<file path="src/rtl/ysyx_23060221_mem_arbiter.sv">
// Round-robin two-master (IFU/LSU) to one-slave memory arbiter with a single
// outstanding transaction and a WAIT-state timeout that returns an error response.
module ysyx_23060221_mem_arbiter #(
  parameter int unsigned TIMEOUT = 255
) (
  input  logic        clk_i,
  input  logic        rst_ni,
  input  logic        ifu_req_valid_i,
  output logic        ifu_req_ready_o,
  input  logic [31:0] ifu_addr_i,
  output logic        ifu_rsp_valid_o,
  input  logic        ifu_rsp_ready_i,
  output logic [31:0] ifu_rdata_o,
  output logic        ifu_rsp_err_o,
  input  logic        lsu_req_valid_i,
  output logic        lsu_req_ready_o,
  input  logic [31:0] lsu_addr_i,
  input  logic [31:0] lsu_wdata_i,
  input  logic        lsu_wen_i,
  input  logic [3:0]  lsu_wmask_i,
  output logic        lsu_rsp_valid_o,
  input  logic        lsu_rsp_ready_i,
  output logic [31:0] lsu_rdata_o,
  output logic        lsu_rsp_err_o,
  output logic        mem_req_valid_o,
  input  logic        mem_req_ready_i,
  output logic [31:0] mem_addr_o,
  output logic [31:0] mem_wdata_o,
  output logic        mem_wen_o,
  output logic [3:0]  mem_wmask_o,
  input  logic        mem_rsp_valid_i,
  input  logic [31:0] mem_rdata_i
);

  typedef enum logic [1:0] {IDLE, REQ, WAIT, RESP} state_e;

  localparam logic [7:0] TO_LAST = 8'(TIMEOUT - 1);

  state_e      state_q, state_d;
  logic        owner_q, owner_d;
  logic        last_q, last_d;
  logic [31:0] addr_q, addr_d;
  logic [31:0] wdata_q, wdata_d;
  logic        wen_q, wen_d;
  logic [3:0]  wmask_q, wmask_d;
  logic [31:0] rdata_q, rdata_d;
  logic        err_q, err_d;
  logic [7:0]  cnt_q, cnt_d;

  logic        ifu_gnt, lsu_gnt, owner_rsp_ready;

  // A tie goes to whichever master was not granted last (0 = IFU, 1 = LSU).
  assign ifu_gnt = rst_ni && (state_q == IDLE) && ifu_req_valid_i &&
                   (!lsu_req_valid_i || last_q);
  assign lsu_gnt = rst_ni && (state_q == IDLE) && lsu_req_valid_i &&
                   (!ifu_req_valid_i || !last_q);

  assign owner_rsp_ready = owner_q ? lsu_rsp_ready_i : ifu_rsp_ready_i;

  always_comb begin
    state_d = state_q;
    owner_d = owner_q;
    last_d  = last_q;
    addr_d  = addr_q;
    wdata_d = wdata_q;
    wen_d   = wen_q;
    wmask_d = wmask_q;
    rdata_d = rdata_q;
    err_d   = err_q;
    cnt_d   = cnt_q;
    case (state_q)
      IDLE: begin
        if (lsu_gnt) begin
          owner_d = 1'b1;
          last_d  = 1'b1;
          addr_d  = lsu_addr_i;
          wdata_d = lsu_wdata_i;
          wen_d   = lsu_wen_i;
          wmask_d = lsu_wmask_i;
          state_d = REQ;
        end else if (ifu_gnt) begin
          owner_d = 1'b0;
          last_d  = 1'b0;
          addr_d  = ifu_addr_i;
          wdata_d = 32'h0;
          wen_d   = 1'b0;
          wmask_d = 4'hF;
          state_d = REQ;
        end
      end
      REQ: begin
        if (mem_req_ready_i) begin
          cnt_d   = 8'h0;
          state_d = WAIT;
        end
      end
      WAIT: begin
        // A response arriving on the expiry cycle still wins over the timeout.
        if (mem_rsp_valid_i) begin
          rdata_d = wen_q ? 32'h0 : mem_rdata_i;
          err_d   = 1'b0;
          state_d = RESP;
        end else if (cnt_q == TO_LAST) begin
          rdata_d = 32'h0;
          err_d   = 1'b1;
          state_d = RESP;
        end else begin
          cnt_d = cnt_q + 8'h1;
        end
      end
      RESP: begin
        if (owner_rsp_ready) state_d = IDLE;
      end
      default: state_d = IDLE;
    endcase
  end

  always_ff @(posedge clk_i) begin
    if (!rst_ni) begin
      state_q <= IDLE;
      owner_q <= 1'b0;
      last_q  <= 1'b0;
      addr_q  <= 32'h0;
      wdata_q <= 32'h0;
      wen_q   <= 1'b0;
      wmask_q <= 4'h0;
      rdata_q <= 32'h0;
      err_q   <= 1'b0;
      cnt_q   <= 8'h0;
    end else begin
      state_q <= state_d;
      owner_q <= owner_d;
      last_q  <= last_d;
      addr_q  <= addr_d;
      wdata_q <= wdata_d;
      wen_q   <= wen_d;
      wmask_q <= wmask_d;
      rdata_q <= rdata_d;
      err_q   <= err_d;
      cnt_q   <= cnt_d;
    end
  end

  assign ifu_req_ready_o = ifu_gnt;
  assign lsu_req_ready_o = lsu_gnt;

  assign mem_req_valid_o = rst_ni && (state_q == REQ);
  assign mem_addr_o      = addr_q;
  assign mem_wdata_o     = wdata_q;
  assign mem_wen_o       = wen_q;
  assign mem_wmask_o     = wmask_q;

  assign ifu_rsp_valid_o = rst_ni && (state_q == RESP) && !owner_q;
  assign lsu_rsp_valid_o = rst_ni && (state_q == RESP) && owner_q;
  assign ifu_rdata_o     = rdata_q;
  assign lsu_rdata_o     = rdata_q;
  assign ifu_rsp_err_o   = err_q;
  assign lsu_rsp_err_o   = err_q;

endmodule

</file>
<file path="config.mk">
export PLATFORM = sky130hd
export DESIGN_NAME = ysyx_23060221_mem_arbiter
export DESIGN_NICKNAME = d
export VERILOG_FILES = /design/src/rtl/ysyx_23060221_mem_arbiter.sv
export SDC_FILE = /design/constraint.sdc
export NUM_CORES = 1
export LEC_CHECK = 0
export CAP_MARGIN = 20
export CORE_AREA = 4 4 107 109
export DETAILED_ROUTE_END_ITERATION = 6
export DIE_AREA = 0 0 111 113
export DONT_BUFFER_PORTS = 1
export GPL_ROUTABILITY_DRIVEN = 0
export PLACE_DENSITY = 0.6
export RECOVER_POWER = 25
export SLEW_MARGIN = 5
export SYNTH_ARGS = -nofsm -noshare
export SYNTH_HDL_FRONTEND = slang
export SYNTH_SLANG_ARGS = --single-unit
</file>
<file path="constraint.sdc">
create_clock -name clk_i -period 2.4 [get_ports clk_i]
set_clock_uncertainty 0.2 [all_clocks]
set_input_delay 0.6 -clock clk_i [delete_from_list [all_inputs] [get_ports clk_i]]
set_output_delay 0.6 -clock clk_i [all_outputs]
set_load 0.01 [all_outputs]
</file>
Word level (Yosys, flattened, before mapping)
Index checks and enable logic that the tools add are counted.

Bits in registers: 113. Output and inout port bits: 140. Logic and storage cells: 68. Input port bits: 141.

Equality and inequality tests: 10. Reduce and logical (&&, ||, !) cells: 22. Mux-type cells: 26. Add/subtract/negate cells: 1.

Operators by type and width (number): $mux 32 (7); $mux 8 (3); $pmux 8 s2 (1); $mux 2 (6); $logic_and 1x1->1 (9); $add 8x1->8 const B (1); $eq 8x8->1 const B (1); $mux 4 (2); $ne 2x2->1 const B (4); $pmux 2 s4 (1); $reduce_and 4->1 (2); $mux 1 (6); $ne 3x3->1 const B (2); $reduce_bool 2->1 (3); $eq 2x2->1 const B (2); $reduce_and 2->1 (2); $logic_not 1->1 (3); $eq 2x1->1 const B (1); $logic_not 2->1 (1); $logic_or 1x1->1 (2).

Depth between registers and ports, before layout
Gate-level depths: netlist of run 1.

Depth after elaboration: 7. Mapped depth: 9.

Least setup slack after synthesis of run 1
No wires, ideal clock.

Kind: input to output. Start: input port rst_ni. End: output port ifu_req_ready_o. Buffers on the path: 3. Arrival: 1.607 ns. Slack: -0.007 ns. Data required time: 1.600 ns. Stages on the path: 4. Path through: clkbuf_1 clkbuf_1 clkbuf_1 o2111a_1.

Longest elaborated chain between the ends: 3.

RTL lines: start, declared (RTL line 7) `input logic rst_ni,`; $logic_and 1x1->1 (3 in a row) (RTL line 53) `assign ifu_gnt = rst_ni && (state_q == IDLE) && ifu_req_valid_i &&`; end, declared (RTL line 9) `output logic ifu_req_ready_o,`.

No other way between the ends.

Final worst setup path of run 1
Start: register state_q[0]. End: output port lsu_req_ready_o.

Longest elaborated chain between the ends: 4.

RTL lines: start, declared (RTL line 39) `state_e state_q, state_d;`; start signal, assigned (RTL line 131) `state_q <= state_d;`; $logic_not 2->1 (RTL line 55) `assign lsu_gnt = rst_ni && (state_q == IDLE) && lsu_req_valid_i &&`; $logic_and 1x1->1 (3 in a row) (RTL line 55); end, declared (RTL line 16) `output logic lsu_req_ready_o,`.

No other way between the ends.

==> impl_results.md, run 1 <==
* Status: finished, final reports clean
* Seq/Total Area, Yosys at 0.475
* #FFs+latches synth at between 100 and 150
* Req. time, crit path at between 1500 and 2000 ps
* Port Buf Inserts at 0
* Total wire length at 13100 um
* Final slew viol count at 0
* Core ar. at about 0.011 mm^2
* Final setup violation count at 0
* Die Area at approximately 0.013 mm^2
* Cell Area, Synth at ~0.0048 mm^2
* GR Util All Layers at 0.203
* Iteration-0 DRC Markers at between 300 and 400
* Syn Nets at 717
* Slew HR at 0.321
* # clock sinks at approximately 110
* Most frequent cells in the layout: 113 x dfxtp_1, 107 x nand2_1, 68 x nor2_1
* Final Hold Fails at 0
* Hpwl dp at between 9000 and 10000 um
* Diode count at 0
* Via/cell ratio at ~5.7
* Vias in the first global route at between 3000 and 4000
* Final Cycle Share at 0.963
* First-pass GRT wire length at 20600 um
* Fin crit period at 2310 ps
* Clock insertion delay at the later pin of the skew report at around 500 ps
* Via count at 3959
* Hold Crit Depth at 2
* Top-Level Pins at 281
* FF-to-FF path depth at 6
* PwrDens at 1160 mW/mm^2
* Leakage at roughly 2 nW
* First-pass iteration count of the detailed router at 4
* Root buffer cell: clkbuf_8
* Synthesized area per cell at between 8 and 9 um^2
* Maximum clock insertion buffer count at 2
* Postcts setup bufs at 0
* Crit Path Max Fanout at 8
* Synth top area cells: dfxtp_1 48%, nand2_1 8.4%, a311oi_1 6.1%
* Total placed instance area at ~0.0046 mm^2
* Synth cell types at 42
* Final Util at 0.508
* Actual slew at the worst max-slew pin at between 1000 and 1500 ps
* Yosys top cell area share at 0.475
* Die width at approximately 110 um
* Filler cells at just under 1000
* Drt drc at 0
* Yosys top cell by area: dfxtp_1
* Rows at 38
* Critical setup path kind: reg -> out
* CTS buffer count at 17
* Antenna-violating nets left at 0
* Commonest non-fill, non-tap cell in the layout: dfxtp_1
* Peak supply drop at ~0.00044 V
* Grt ovf at 0
* Post-route design area at 0.00538 mm^2
* Largest net degree at the start of global routing at 100
* Yosys warning total at 0
* Initial antenna violation count at 0
* MaxCap Viol Count at 0
* Wire per inst at roughly 19 um
* Maximum clock rate at 0.433 GHz
* Htree depth at 4
* Fin nets at 683
* CTS tree: yes
* Cells after synthesis at 570
* Hold Path Class: in -> reg
* Syn-to-layout area delta at 13.1%
* Setup crit start kind: register
* Clock-pin slew on the worst setup and hold paths at 60 ps
* Worst EP arrival at roughly 1500 ps
* Die Ht at between 100 and 150 um
* Share of post-route cells with drive strength above 1 at 0.113
* Setup crit end kind: output pin
* Starting density of the core at 0.449
* RSZ-0062 raised after global routing: yes
cells by family after synthesis:
family	Yosys count	synth area share
adders and majority gates	6	0.0158
buffers and inverters	88	0.100
and+or+nand+nor	195	0.165
DFF	113	0.475
muxes	3	0.00631
AOI/OAI and AO/OA	165	0.238
routing by layer:
metal  GRT usage  share of wire  up-vias
met5           0              0        -
met4      0.0846          0.012        0
met3      0.0786          0.095       12
met2       0.341           0.51      197
met1       0.234           0.38     1843
li1            -              -     1907
state kept, by name, indices dropped and copies added, names as in the netlist:
name / cells
mem_addr_o: 32
mem_wmask_o: 4
last_q: 1
mem_wen_o: 1
ifu_rsp_err_o: 1
state_q: 2
cnt_q: 8
mem_wdata_o: 32
ifu_rdata_o: 32
power by group:
part | leakage, nW | internal (mW) | total (mW) | switching, mW
combinational | 0.728 | 0.438 | 1.15 | 0.707
sequential | 0.922 | 2.15 | 2.52 | 0.364
clock | 0.304 | 1.74 | 2.61 | 0.866
critical path: stages, from the launching register on:
cell and delay (ps):
dfxtp_1 330, inv_1 100, ha_2 280, nand4_4 150, clkinv_4 140
path summary, 6_finish.rpt:
path                                       from         endpoint  slack [ps]
worst min register to register         cnt_q[4]         cnt_q[4]         310
worst max register to register       state_q[0]         cnt_q[1]         180
worst min-delay path            mem_rdata_i[28]  ifu_rdata_o[28]          30
worst max-delay path                 state_q[0]  lsu_req_ready_o          90
final cells by class:
| type | instances | area, um^2 | share of cell area |
|---|---|---|---|
| Timing Repair inverter | 1 | 5.00 | 0.000930 |
| Clock buffer | 19 | 442 | 0.0821 |
| Tap cell | 140 | 175 | 0.0325 |
| Multi-Input combinational cell | 369 | 2040 | 0.379 |
| Inverter | 8 | 35.0 | 0.00651 |
| Sequential cell | 113 | 2260 | 0.420 |
| Timing Repair Buffer | 26 | 240 | 0.0446 |
| Clock inverter | 13 | 185 | 0.0344 |
cells in the mapped netlist, drive strengths merged:
master,count
nand3b,1
ha,6
and3,2
nor2b,1
a31oi,3
a211o,2
o21a,2
o211a,1
nor2,69
dfxtp,113
o32ai,1
or2,1
o31a,1
a21o,1
a211oi,1
inv,8
a221oi,1
and4,1
nand2b,1
buf,42
o21ai,34
o22ai,2
nand2,107
mux2i,3
clkbuf,38
nand3,6
a21oi,38
o211ai,2
o2111a,1
a311oi,33
a2111o,1
nand4,3
o31ai,1
or3,1
a22oi,35
and2,1
or4,1
o221a,5
repair_timing:
action / in CTS / in global routing
hold endpoints to repair: 13 / 0
gates cloned: 0 / 1
hold buffers: 13 / 0
resized for setup: 2 / 4
setup endpoints to repair: 2 / 3
per-stage QoR:
stage / instances / power, mW / setup TNS (ps) / hold slack, ps / setup WS, ps
after floorplan: 570 / 3.43 / 0 / 253 / 79.2
after global placement: 643 / 3.63 / 0 / 278 / 341
after detailed placement: 643 / 3.68 / 0 / 300 / 236
after CTS: 688 / 6.33 / 0 / 1.65 / 3.70
after global routing: 689 / 6.64 / -54.4 / 2.11 / -36.5
final: 689 / 6.27 / 0 / 25.5 / 89.8
Power figures use the tool's default switching activity.
==> inputs of run 2 (changes only) <==
PLACE_DENSITY = 0.67   (was 0.6)
clock period = 2.2 ns   (was 2.4 ns; I/O delays follow)
==> run 2 against run 1 <==
Against the previous run: non-clock buffer count increased by 102; hold slack got worse by 5.4 ps; sequential share of layout area decreased by 6.4 points; final cell count increased by 15%; count of clock-buffer cells in the layout increased by 2; total power increased by 8.7%; sequential power increased by 10%; critical path depth increased by 1; register-to-register slack got worse by 120 ps.
==> impl_results.md, run 2 (synthesized netlist as in run 1, its figures left out) <==
* Status: finished, final reports clean
* Via count at 4538 (+15%)
* Die width at 111 um (unchanged)
* Psw at 2.19 mW (+13%)
* Final slew viol count at 0 (unchanged)
* Hold Path Origin: lsu_addr_i[16]
* Total wire length at 14900 um (+14%)
* Wire per inst at 18.9 um (-0.82%)
* Met1 Track Usage GR at 0.245 (+0.0111)
* FF-to-FF setup slack at 60 ps (-120 ps)
* Die Ht at 113 um (unchanged)
* PwrDens at 1070 mW/mm^2 (-7.8%)
* Grt ovf at 0 (unchanged)
* Starting density of the core at 0.449 (unchanged)
* Htree depth at 4 (unchanged)
* Sw frac at 0.322 (+0.0126)
* CTS tree: yes
* Vias in the first global route at 4587 (+16%)
* Filler cells at 824 (-16%)
* Setup crit start kind: register
* # clock sinks at 113 (unchanged)
* Hold Path Class: in -> reg
* Critical setup path kind: reg -> reg
* Die Area at 0.0125 mm^2 (unchanged)
* Flop pwr share at 0.408 (+0.006)
* Fin crit period at between 2000 and 2500 ps
* Final Util at 0.598 (+0.0907)
* Worst EP arrival at 2370 ps (+860 ps)
* Maximum clock rate at roughly 0.47 GHz
* Leakage at 2.34 nW (+20%)
* Rows at 38 (unchanged)
* Iteration-0 DRC Markers at 360 (+14%)
* Clock-pin slew on the worst setup and hold paths at 60 ps (about the same)
* Share of post-route cells with drive strength above 1 at 0.0938 (-0.0191)
* CTS buffer count at 17 (unchanged)
* Crit Path Max Fanout at 6 (-2)
* Slowest cell on crit path: or4_1
* Crit-path cells: ha_1 -> and3_1 -> a2111o_1 -> or4_1 -> o21ai_0
* Peak supply drop at 0.000630 V (+42%)
* Clock insertion delay at the later pin of the skew report at 500 ps (about the same)
* GR peak layer: met2
* Actual slew at the worst max-slew pin at 1030 ps (+6.36 ps)
* Logic gate share of total power at 0.225 (+0.042)
* Initial antenna violation count at 0 (unchanged)
* Core ar. at 0.0106 mm^2 (unchanged)
* Port Buf Inserts at 0 (unchanged)
* Drt drc at 0 (unchanged)
* Met2 GRT Util at 0.396 (+0.0554)
* Setup crit end kind: register
* RSZ-0062 raised after global routing: yes
* Commonest non-fill, non-tap cell in the layout: dlygate4sd3_1
* Antenna-violating nets left at 0 (unchanged)
* Final Cycle Share at 0.972
* Req. time, crit path at 2430 ps (+830 ps)
* Pre-CTS setup slack at 92.2 ps (-143 ps)
* Syn-to-layout area delta at 33.3%
* Slew HR at 0.316 (-0.00424)
* Clock Power Share at 0.368 (-0.048)
* GR Util All Layers at 0.231 (+0.0276)
* Via/cell ratio at 5.74 (about the same)
* Worst path max stage delay at 490 ps (+160 ps)
* FF-to-FF path depth at 5 (-1)
* MaxCap Viol Count at 0 (unchanged)
* R2R Path End: cnt_q[7]
* Final Hold Fails at 0 (unchanged)
* Hold Crit Depth at 2 (unchanged)
* Maximum clock insertion buffer count at 2 (unchanged)
* First-pass iteration count of the detailed router at 5 (+1)
* Post-route insts no fill at 790 (+15%)
* WP buf/inv at 0 (-2)
* Met3 Usage GRT at 0.0963 (+0.0176)
* Cells after DPL at 642 (-0.16%)
* First-pass GRT wire length at 23400 um (+14%)
* Final worst setup slack at 62.1 ps (-27.7 ps)
* Fin nets at 784 (+15%)
* Most frequent cells in the layout: 113 x dlygate4sd3_1, 112 x dfxtp_1, 107 x nand2_1
* Crit path from: cnt_q[1]
* Hpwl dp at 9130 um (+0.13%)
* Delay-heaviest family, CP: simple AND/OR/NAND/NOR gates
* Root buffer cell: clkbuf_8
* Top-Level Pins at 281 (unchanged)
* Largest net degree at the start of global routing at 100 (unchanged)
* Reg-to-reg startpoint: cnt_q[1]
* Internal at 4.62 mW (+6.7%)
* Hold Crit Endpoint: mem_addr_o[16]
* Post-route total power at 6.81 mW (+8.7%)
* Final setup violation count at 0 (unchanged)
* Diode count at 0 (unchanged)
run 2: cell count changes in the layout (fill, tap and decap cells not counted), sizes merged:
cell / delta
clkinvlp: +2
clkinv: -4
clkbuf: +2
buf: +2
bufinv: -2
inv: +1
dlygate4sd3: +100
run 2: power groups by stage:
| stage | Combinational [mW] | Clock [mW] | Sequential (mW) |
|---|---|---|---|
| after floorplan | 1.08 | 0 | 2.67 |
| after global placement | 1.19 | 0 | 2.80 |
| after detailed placement | 1.25 | 0 | 2.81 |
| after CTS | 1.47 | 2.56 | 2.77 |
| after global routing | 1.69 | 2.66 | 2.81 |
| final | 1.53 | 2.50 | 2.78 |
run 2: area by class of cell:
cell class	instances	area (um^2)	area share
clock buffers	21	429	0.0676
clock inverters	11	115	0.0181
repair buffers	128	1280	0.202
inverters	8	32.5	0.00513
well taps	140	175	0.0276
multi-input cells	369	2050	0.323
flip-flops and latches	113	2260	0.357
run 2: timing repair:
item | CTS | global route
hold buffers | 113 | 0
gates resized for setup | 4 | 2
setup endpoints to repair | 2 | 3
hold endpoints to repair | 100 | 0
pin swaps | 1 | 2
setup buffers | 2 | 1
run 2: metal layers:
layer / wire [um] / vias to the layer above / share of wire
met5: 0 / - / 0
met4: 533 / 0 / 0.036
met3: 1430 / 43 / 0.096
met2: 7370 / 297 / 0.49
met1: 5560 / 2088 / 0.37
li1: - / 2110 / -
run 2: through the flow:
| stage | hold WS (ps) | instance area [um^2] | TNS (ps) |
|---|---|---|---|
| floorplan | 253 | 4770 | 0 |
| global placement | 275 | 4630 | 0 |
| detailed placement | 288 | 4630 | 0 |
| CTS | 2.64 | 6330 | 0 |
| global route | 3.90 | 6340 | -6.60 |
| finish | 20.1 | 6340 | 0 |
run 2: worst reg2reg max path, stage by stage, from the launching register on:
cell and delay (ps):
dfxtp_1 360, ha_1 220, and3_1 240, a2111o_1 470
or4_1 490, o21ai_0 80
run 2: worst max-delay path by stage:
| stage | depth (start not counted) | end | slack [ps] |
|---|---|---|---|
| after global routing | 3 | ifu_rsp_valid_o | -7 |
| after detailed placement | 5 | cnt_q[7] | 90 |
| final | 5 | cnt_q[7] | 60 |
| after CTS | 3 | ifu_req_ready_o | 20 |
| after floorplan | 5 | lsu_req_ready_o | 20 |
| after global placement | 6 | cnt_q[7] | 150 |
